--- src/rtl/lsq_dcache_ctrl_pkg.sv ---
// Shared types for the LSQ-facing blocking data cache: access sizes, bus
// commands, controller states and the LSQ request/response payloads.
package lsq_dcache_ctrl_pkg;

    localparam int unsigned ADDR_W = 32;
    localparam int unsigned LINE_W = 64;
    localparam int unsigned WORD_W = 32;
    localparam int unsigned MTAG_W = 4;

    typedef enum logic [1:0] {
        BYTE   = 2'd0,
        HALF   = 2'd1,
        WORD   = 2'd2,
        DOUBLE = 2'd3
    } mem_size_e;

    typedef enum logic [1:0] {
        BUS_NONE  = 2'd0,
        BUS_LOAD  = 2'd1,
        BUS_STORE = 2'd2
    } bus_command_e;

    typedef enum logic [2:0] {
        IDLE    = 3'd0,
        LD_REQ  = 3'd1,
        LD_WAIT = 3'd2,
        ST_REQ  = 3'd3,
        RESP    = 3'd4
    } dcache_state_e;

    typedef struct packed {
        logic              valid;
        logic [ADDR_W-1:0] address;
        logic [WORD_W-1:0] value;
        mem_size_e         mem_size;
        logic              is_store;
    } dcache_in_packet_t;

    typedef struct packed {
        logic              completed;
        logic [WORD_W-1:0] value;
    } dcache_out_packet_t;

endpackage

--- src/rtl/lsq_dcache_ctrl_lane_sel.sv ---
// Byte/half/word lane extract and merge on a 64-bit line, shared by the
// load-return and store-hit paths. Low offset bits below the access size are ignored.
module lsq_dcache_ctrl_lane_sel
    import lsq_dcache_ctrl_pkg::*;
(
    input  logic [63:0] line,
    input  logic [2:0]  offset,
    input  logic [1:0]  size,
    input  logic [31:0] wdata,
    output logic [31:0] rdata_c,
    output logic [63:0] merged_c
);

    always_comb begin
        rdata_c  = '0;
        merged_c = line;
        case (mem_size_e'(size))
            BYTE: begin
                rdata_c = 32'(line[{offset, 3'b000} +: 8]);
                merged_c[{offset, 3'b000} +: 8] = wdata[7:0];
            end
            HALF: begin
                rdata_c = 32'(line[{offset[2:1], 4'b0000} +: 16]);
                merged_c[{offset[2:1], 4'b0000} +: 16] = wdata[15:0];
            end
            WORD, DOUBLE: begin
                rdata_c = line[{offset[2], 5'b00000} +: 32];
                merged_c[{offset[2], 5'b00000} +: 32] = wdata;
            end
        endcase
    end

endmodule

--- src/rtl/lsq_dcache_ctrl.sv ---
// Blocking direct-mapped write-through, no-write-allocate data cache that
// answers the head-of-LSQ request and talks to the tagged memory bus.
module lsq_dcache_ctrl
    import lsq_dcache_ctrl_pkg::*;
#(
    parameter int unsigned NUM_LINES = 32
) (
    input  logic        clock,
    input  logic        reset,
    input  logic        lsq_is_requesting,
    input  logic [31:0] address,
    input  logic [31:0] value,
    input  logic [1:0]  mem_size,
    input  logic        is_store,
    output logic        completed,
    output logic [31:0] ld_value,
    output logic [1:0]  proc2mem_command,
    output logic [31:0] proc2mem_addr,
    output logic [63:0] proc2mem_data,
    output logic [1:0]  proc2mem_size,
    input  logic [3:0]  mem2proc_response,
    input  logic [63:0] mem2proc_data,
    input  logic [3:0]  mem2proc_tag
);

    localparam int unsigned IDX_W = $clog2(NUM_LINES);
    localparam int unsigned TAG_W = 32 - 3 - IDX_W;

    logic [63:0]          data_mem [NUM_LINES];
    logic [TAG_W-1:0]     tag_mem  [NUM_LINES];
    logic [NUM_LINES-1:0] valid;

    dcache_state_e state;
    logic [31:0]   req_addr;
    logic [1:0]    req_size;
    logic [3:0]    mem_tag;

    logic [IDX_W-1:0] in_idx_c, req_idx_c, line_idx_c;
    logic [TAG_W-1:0] in_tag_c, req_tag_c, line_tag_c;
    logic             hit_c, fill_c, accept_c, line_we_c;
    logic [63:0]      sel_line_c, line_wdata_c, lane_merged_c;
    logic [2:0]       sel_off_c;
    logic [1:0]       sel_size_c;
    logic [31:0]      lane_rdata_c;

    assign in_idx_c  = address[3 +: IDX_W];
    assign in_tag_c  = address[31 -: TAG_W];
    assign req_idx_c = req_addr[3 +: IDX_W];
    assign req_tag_c = req_addr[31 -: TAG_W];

    assign accept_c = (state == IDLE) && lsq_is_requesting;
    assign hit_c    = valid[in_idx_c] && (tag_mem[in_idx_c] == in_tag_c);
    assign fill_c   = (state == LD_WAIT) && (mem_tag != 4'd0) && (mem2proc_tag == mem_tag);

    // One lane unit: fill data on a returning miss, the cached line otherwise
    assign sel_line_c = (state == LD_WAIT) ? mem2proc_data : data_mem[in_idx_c];
    assign sel_off_c  = (state == LD_WAIT) ? req_addr[2:0] : address[2:0];
    assign sel_size_c = (state == LD_WAIT) ? req_size : mem_size;

    lsq_dcache_ctrl_lane_sel u_lane_sel (
        .line     (sel_line_c),
        .offset   (sel_off_c),
        .size     (sel_size_c),
        .wdata    (value),
        .rdata_c  (lane_rdata_c),
        .merged_c (lane_merged_c)
    );

    assign line_we_c    = (accept_c && is_store && hit_c) || fill_c;
    assign line_idx_c   = fill_c ? req_idx_c : in_idx_c;
    assign line_tag_c   = fill_c ? req_tag_c : in_tag_c;
    assign line_wdata_c = fill_c ? mem2proc_data : lane_merged_c;

    // Line storage carries no reset; the valid bits alone gate hits
    always_ff @(posedge clock) begin
        if (line_we_c) begin
            data_mem[line_idx_c] <= line_wdata_c;
            tag_mem[line_idx_c]  <= line_tag_c;
        end
    end

    always_ff @(posedge clock or negedge reset) begin
        if (!reset) begin
            state            <= IDLE;
            completed        <= 1'b0;
            ld_value         <= '0;
            proc2mem_command <= BUS_NONE;
            proc2mem_addr    <= '0;
            proc2mem_data    <= '0;
            proc2mem_size    <= BYTE;
            mem_tag          <= '0;
            req_addr         <= '0;
            req_size         <= BYTE;
            valid            <= '0;
        end else begin
            completed <= 1'b0;
            case (state)
                IDLE: begin
                    if (lsq_is_requesting) begin
                        req_addr <= address;
                        req_size <= mem_size;
                        if (is_store) begin
                            proc2mem_command <= BUS_STORE;
                            proc2mem_addr    <= address;
                            proc2mem_size    <= mem_size;
                            proc2mem_data    <= {32'h0, value};
                            state            <= ST_REQ;
                        end else if (hit_c) begin
                            ld_value  <= lane_rdata_c;
                            completed <= 1'b1;
                            state     <= RESP;
                        end else begin
                            proc2mem_command <= BUS_LOAD;
                            proc2mem_addr    <= {address[31:3], 3'b000};
                            proc2mem_size    <= DOUBLE;
                            state            <= LD_REQ;
                        end
                    end
                end
                LD_REQ: begin
                    if (mem2proc_response != 4'd0) begin
                        mem_tag          <= mem2proc_response;
                        proc2mem_command <= BUS_NONE;
                        state            <= LD_WAIT;
                    end
                end
                LD_WAIT: begin
                    if (fill_c) begin
                        valid[req_idx_c] <= 1'b1;
                        ld_value         <= lane_rdata_c;
                        mem_tag          <= '0;
                        completed        <= 1'b1;
                        state            <= RESP;
                    end
                end
                ST_REQ: begin
                    if (mem2proc_response != 4'd0) begin
                        proc2mem_command <= BUS_NONE;
                        ld_value         <= '0;
                        completed        <= 1'b1;
                        state            <= RESP;
                    end
                end
                RESP: begin
                    state <= IDLE;
                end
                default: begin
                    state <= IDLE;
                end
            endcase
        end
    end

endmodule

--- config.mk ---
export PLATFORM = sky130hd
export DESIGN_NAME = lsq_dcache_ctrl
export DESIGN_NICKNAME = d
export VERILOG_FILES = /design/src/rtl/lsq_dcache_ctrl_pkg.sv /design/src/rtl/lsq_dcache_ctrl_lane_sel.sv /design/src/rtl/lsq_dcache_ctrl.sv
export SDC_FILE = /design/constraint.sdc
export NUM_CORES = 2
export LEC_CHECK = 0
export CAP_MARGIN = 20
export CORE_MARGIN = 2
export CORE_UTILIZATION = 28
export CTS_CLUSTER_DIAMETER = 40
export DETAILED_ROUTE_END_ITERATION = 16
export HOLD_SLACK_MARGIN = 0.05
export MAX_ROUTING_LAYER = met4
export PLACE_DENSITY = 0.44
export SLEW_MARGIN = 5
export SYNTH_ARGS = -nofsm -noshare
export SYNTH_HDL_FRONTEND = slang
export SYNTH_HIERARCHICAL = 1
export SYNTH_SLANG_ARGS = --single-unit
--- constraint.sdc ---
create_clock -name clock -period 11.4 [get_ports clock]
set_input_delay 2.85 -clock clock [delete_from_list [all_inputs] [get_ports clock]]
set_output_delay 2.85 -clock clock [all_outputs]
set_load 0.05 [all_outputs]
* Word level (Yosys, flattened, before mapping)
Memories as Yosys holds them, arrays and structs flattened.
Cells that the tools add are included.
** Operators by class
- $add $sub $neg :: 3
- Equal/unequal tests :: 17
- Bitwise gates (word level) :: 1
- Shift-type cells :: 9
- Reductions and logical operators :: 25
- Magnitude comparators :: 3
- Multiplexer cells :: 48
** Operators with widths (count)
- $mux 32 :: 7
- $bwmux 64 :: 3
- $pmux 32 s3 :: 2
- $pmux 64 s3 :: 1
- $mux 64 :: 2
- $shift 16x8->64 const A :: 1
- $shift 32x8->64 const A :: 1
- $shift 8x8->64 const A :: 1
- $shiftx 16x8->64 :: 1
- $shiftx 32x8->64 :: 1
- $shiftx 64x7->16 :: 1
- $shiftx 64x7->32 :: 1
- $shiftx 64x7->8 :: 1
- $shiftx 8x8->64 :: 1
- $or 32x32->32 :: 1
- $eq 24x24->1 :: 1
- $mux 24 :: 1
- $neg 6->8 :: 3
- $mux 3 :: 7
- $mux 2 :: 7
- $ne 2x2->1 const B :: 7
- $lt 5x6->1 const B :: 2
- $pmux 3 s4 :: 1
- $mux 1 :: 9
- 27 further kinds :: 43
** Word-level totals
- Output and inout bits :: 133
- Memories :: 2
- Bits in writable memories :: 2816
- Logic and storage cells :: 119
- Input port bits :: 142
- Register bits :: 174
** Memory list
- data_mem :: depth 32, bits a word 64, rd ports 1, clocked after memory_dff 0, wr ports 1, line lsq_dcache_ctrl.sv:29 : logic [63:0] data_mem [NUM_LINES];
- tag_mem :: depth 32, bits a word 24, rd ports 1, clocked after memory_dff 0, wr ports 1, line lsq_dcache_ctrl.sv:30 : logic [TAG_W-1:0] tag_mem [NUM_LINES];

* Logic depth before layout (Yosys ltp)
- Depth in word-level cells :: 9
- Depth in mapped cells :: 21
- Depth with buffers taken out :: 13

* By module
Netlist, hierarchy kept.
** By module, submodules not included
- lsq_dcache_ctrl :: cells an instance 5500, times used 1, area an instance 116734.5 µm², seq. area each 88915.3 µm²
- lsq_dcache_ctrl_lane_sel :: cells an instance 345, times used 1, area an instance 2763.9 µm², seq. area each 0.0 µm²

* Least setup slack after synthesis
OpenSTA, ideal clock, no wires.
- Path kind :: input to register
- Start :: in address[4]
- End :: mem data_mem[20][0], enable pin
- Path buffers :: 5
- Cell stages on the path :: 13
- Slack :: -0.701 ns
- Setup time :: 0.642 ns
- Data arrival time :: 11.459 ns
- Required time :: 10.758 ns
- Path through :: buf_4 -> buf_6 -> buf_6 -> buf_2 -> mux4_2 -> mux2_2 -> a221oi_1 -> xor2_1 -> nand3_1 -> nor3_1 -> a31oi_1 -> buf_2 -> nor3_1
** Between the ends
- Longest elaborated chain between the ends :: 7
- Elaborated cells between the ends (all ways) :: 10
- Classes of those cells :: eq/ne (1); mux (5); reduce/logical (3); memory (1)
** Ends and longest elaborated chain
- start, declared :: line lsq_dcache_ctrl.sv:11 : input logic [31:0] address,
- $mem_v2 32x24 or $bmux 1 s5 (tied branches)
- $eq 24x24->1 or $mux 1 (tied branches) :: line lsq_dcache_ctrl.sv:52 : assign hit_c = valid[in_idx_c] && (tag_mem[in_idx_c] == in_tag_c);
- $logic_and 1x1->1 :: line lsq_dcache_ctrl.sv:52
- $logic_and 1x1->1 :: line lsq_dcache_ctrl.sv:69 : assign line_we_c = (accept_c && is_store && hit_c) || fill_c;
- $logic_or 1x1->1 :: line lsq_dcache_ctrl.sv:69
- $mux 1 :: line lsq_dcache_ctrl.sv:76 : if (line_we_c) begin
- $mux 1 (implied by the code) :: line lsq_dcache_ctrl.sv:77 : data_mem[line_idx_c] <= line_wdata_c;
- end, declared :: line lsq_dcache_ctrl.sv:29
Parallel ways exist; a longest one is shown, timed or not. The select of a mux whose other input is x is not followed.

* Worst setup path in the final report
- Start :: in address[4]
- End :: mem data_mem[6][58], enable pin
Same word-level chain as after synthesis.

==> flow_summary.ini <==
[synthesis]
ys_seq_area_share_pct = 74.4
muxShareOfSynthArea_pct = 18.1
avgSynthCellArea_um2 = 20.4
synth_adder_area_share_pct = 0.0838
synth_edf_count = 2816
synth.distinct_cells = 80
yosysTopAreaCell = edfxtp_1
netlist_area_um2 = 119000
synthXorXnorAreaFrac_pct = 0.242
syn_inst = 5845
yosys_warnings = 6
synth_compound_area_share_pct = 2.50
synth_top_cell_area_share_pct = 70.8
ys_ff_latch = 2990
async_flop_share_pct = 5.82
synth_flop_cell = edfxtp_1
synth-simple-area-share_pct = 3.01
ys_top_cells_by_area = edfxtp_1 (71%), mux4_2 (15%), dfrtp_1 (3.6%)
synth_top_family_by_area = multiplexers

[cells_and_area]
drive_gt1_share_pct = 28.2
nNetsFinal = 6612
seq_area_um2 = 88900
final_cell_count_no_fill = 12500
multiInputGateArea_um2 = 28900
final_common_cell = edfxtp_1
area_growth_pct = 22.6
n_fill_cell = 39700
fin_area_um2 = 147000
layout_common_cells = edfxtp_1 (2,816), mux4_2 (779), nand2_1 (532)

[sta]
timing_hold_violations_final = 0
fin_ws_ns = 2.99
drv_slew = 0
fin_crit_ns = 8.41
relSlewSlack_pct = 19.5
fin_skew_ns = 0.104
fmax_mhz = 119
final-setup-viol-count = 0
grt_setup_unrepaired = false
worstMarginPinSlew_ns = 1.21
whs_ns = 0.449
final.period_utilization_pct = 73.8

[pwr]
ir_drop_mv = 0.161
switching_share_pct = 31.3
p_per_area_nw_per_um2 = 262
p_switching_mw = 12.0
p_leak_nw = 48.5
pwr-share-clk_pct = 36.5
internal_power_mw = 26.4
seq_power_share_pct = 40.1
comb_power_share_pct = 23.4

[global_routing]
grt_max_degree = 98
first_global_vias = 64400
track_usage_pct = 18.8
grt_pass1_wl_um = 551000
grt_overflow_total = 0
antenna_found_initial = 20

[clock_network]
ctsResizeCount = 0
htreeDepth = 5
path_clk_slew_ns = 0.06
postCtsHoldBufs = 0
cts_setup_buffers = 0
clock_path_buffers = 4
root_buffer = clkbuf_16
clock_sinks = 2990
cts_made_buffers = 453
worstSkewPairLatency_ns = 1.02
tritoncts = built

[setup_path]
path_max_fanout = 81
cpPeakStageDelay_ns = 0.63
path_buf_inv = 4
critPathMostFrequentCell = buf_4
endpoint_kind = flop
crit_required_ns = 11.96
path_cells = buf_8, buf_4, mux4_2, a22oi_1, nand2_1, and3_1, a2111oi_0, nand4_1, a2111oi_4, a31oi_4, buf_4, nor3_2, buf_12
path_class = in -> reg
startpoint_type = primary input
crit_slowest_cell = nor3_2
arrival_ns = 8.97
cp_top_family = compound AO/OA/AOI/OAI gates

[detailed_routing]
wl_met2_um = 191000
drt-initial-drc-count = 7210
drtAntennaViolNets = 0
vias_per_cell = 5.06
drtPass1Iterations = 6
route.detailed.drc = 0
wl_per_cell_um = 32.1
met1_length_um = 173000
top_layer_used = met4
via_count = 63500
routed_wl_um = 402000
dr_wl_met3_um = 24400

[status]
outcome = completed

[placement]
place.gp.congestion = 0.835
placed_area_um2 = 130000
pre_cts_ws_ns = 2.01
placed_cells = 11600
dp.final_hpwl_um = 235000
port_buffers = 242

[floorplanning]
die-area_um2 = 432000
dieHeight_um = 657
ioPinCount = 275
initial_core_util_pct = 28.2
die_w_um = 657
core_um2 = 424000
rows = 239

[worst_hold_path]
hold_class = reg -> reg

[run]
maxCapViolCount = 0
[per-stage QoR]
step | util [%] | TNS [ns] | power, mW
2_1_floorplan | - | -1946.21 | 20.1
3_3_place_gp | 30.6 | 0 | 23.7
3_5_place_dp | 30.6 | 0 | 24.1
4_1_cts | 34.3 | 0 | 38.2
5_1_grt | 34.5 | 0 | 39.8
6_report | 34.5 | 0 | 38.4
[cell families (layout without fill, tap and decap cells)]
group,Yosys count,after routing
AOI/OAI and AO/OA,403,403
xor gates and xnor gates,33,33
adders and majority gates,8,8
buffers and inverters,428,1405
DFF,2990,2990
muxes,1174,1174
other,1,46
and+or+nand+nor,808,808
[worst register-to-register path: stages (launching register included)]
cell      delay, ns
dfrtp_1        0.44
nor2_1         0.16
and2_4         0.67
nand2_1        0.26
nand2_1        0.10
buf_4          0.36
inv_1          0.24
ha_1           0.26
ha_1           0.59
nand2b_1       0.22
nor4_1         0.57
a211oi_1       0.21
buf_2          0.23
a221o_1        0.31
nand2_1        0.06
nand2_1        0.43
buf_4          0.40
[registers in the layout (all words and copies together), names as in the netlist]
| name | count |
|---|---|
| req_size | 2 |
| req_addr | 32 |
| mem_tag | 4 |
| proc2mem_command | 2 |
| proc2mem_addr | 32 |
| state | 3 |
| completed | 1 |
| proc2mem_size | 2 |
| ld_value | 32 |
| valid | 32 |
| tag_mem | 768 |
| proc2mem_data | 32 |
| data_mem | 2048 |
[power by group through the flow]
stage / Combinational (mW) / Clock (mW) / Sequential (mW)
after floorplan: 3.89 / 0 / 16.2
after CTS: 8.38 / 14.3 / 15.5
after global routing: 9.52 / 14.8 / 15.5
after detailed placement: 8.37 / 0 / 15.7
final: 8.98 / 14.0 / 15.4
after global placement: 7.97 / 0 / 15.7
[layout make-up]
class                      count  area share [%]
sequential                  2990            60.7
multi-input combinational   2458            19.7
clock buffer                 498            7.92
tap                         5663            4.84
timing repair buffer         503            3.91
clock inverter               348            2.73
inverter                      56           0.154
antenna                       14          0.0239
[worst paths after layout]
path	start	to	slack, ns	depth (start not counted)
worst max-delay path	address[4]	data_mem[6][58]	2.99	13
worst min-delay path	valid[31]	valid[31]	0.45	1
worst max register to register	state[0]	data_mem[24][35]	5.68	16
worst min register to register	valid[31]	valid[31]	0.45	1
max in group asynchronous	reset	proc2mem_addr[16]	8.05	2
min in group asynchronous	reset	proc2mem_addr[17]	2.00	1
[per-layer routing]
layer,vias to the layer above,global-route usage (%)
li1,25500,-
met1,34900,24.9
met2,2408,29.7
met3,650,2.87
met4,0,5.82
met5,-,-
[synthesized netlist by cell type (18+ instances only)]
cell type and number:
mux4_2 779, a21oi_1 34, mux2_1 23, nor2_1 63
nor2b_1 25, mux2_2 58, nand3_1 27, clkbuf_1 166
and2_1 18, o22ai_1 22, a221o_1 39, buf_2 79
a22o_1 29, a22oi_1 76, buf_4 64, a21o_1 37
nor3_1 45, mux2i_1 314, inv_1 54, nand2_1 535
dfrtp_1 174, o21ai_0 79, buf_1 54, edfxtp_1 2816
xnor2_1 22
No activity file was read; power rests on OpenSTA's default activity.
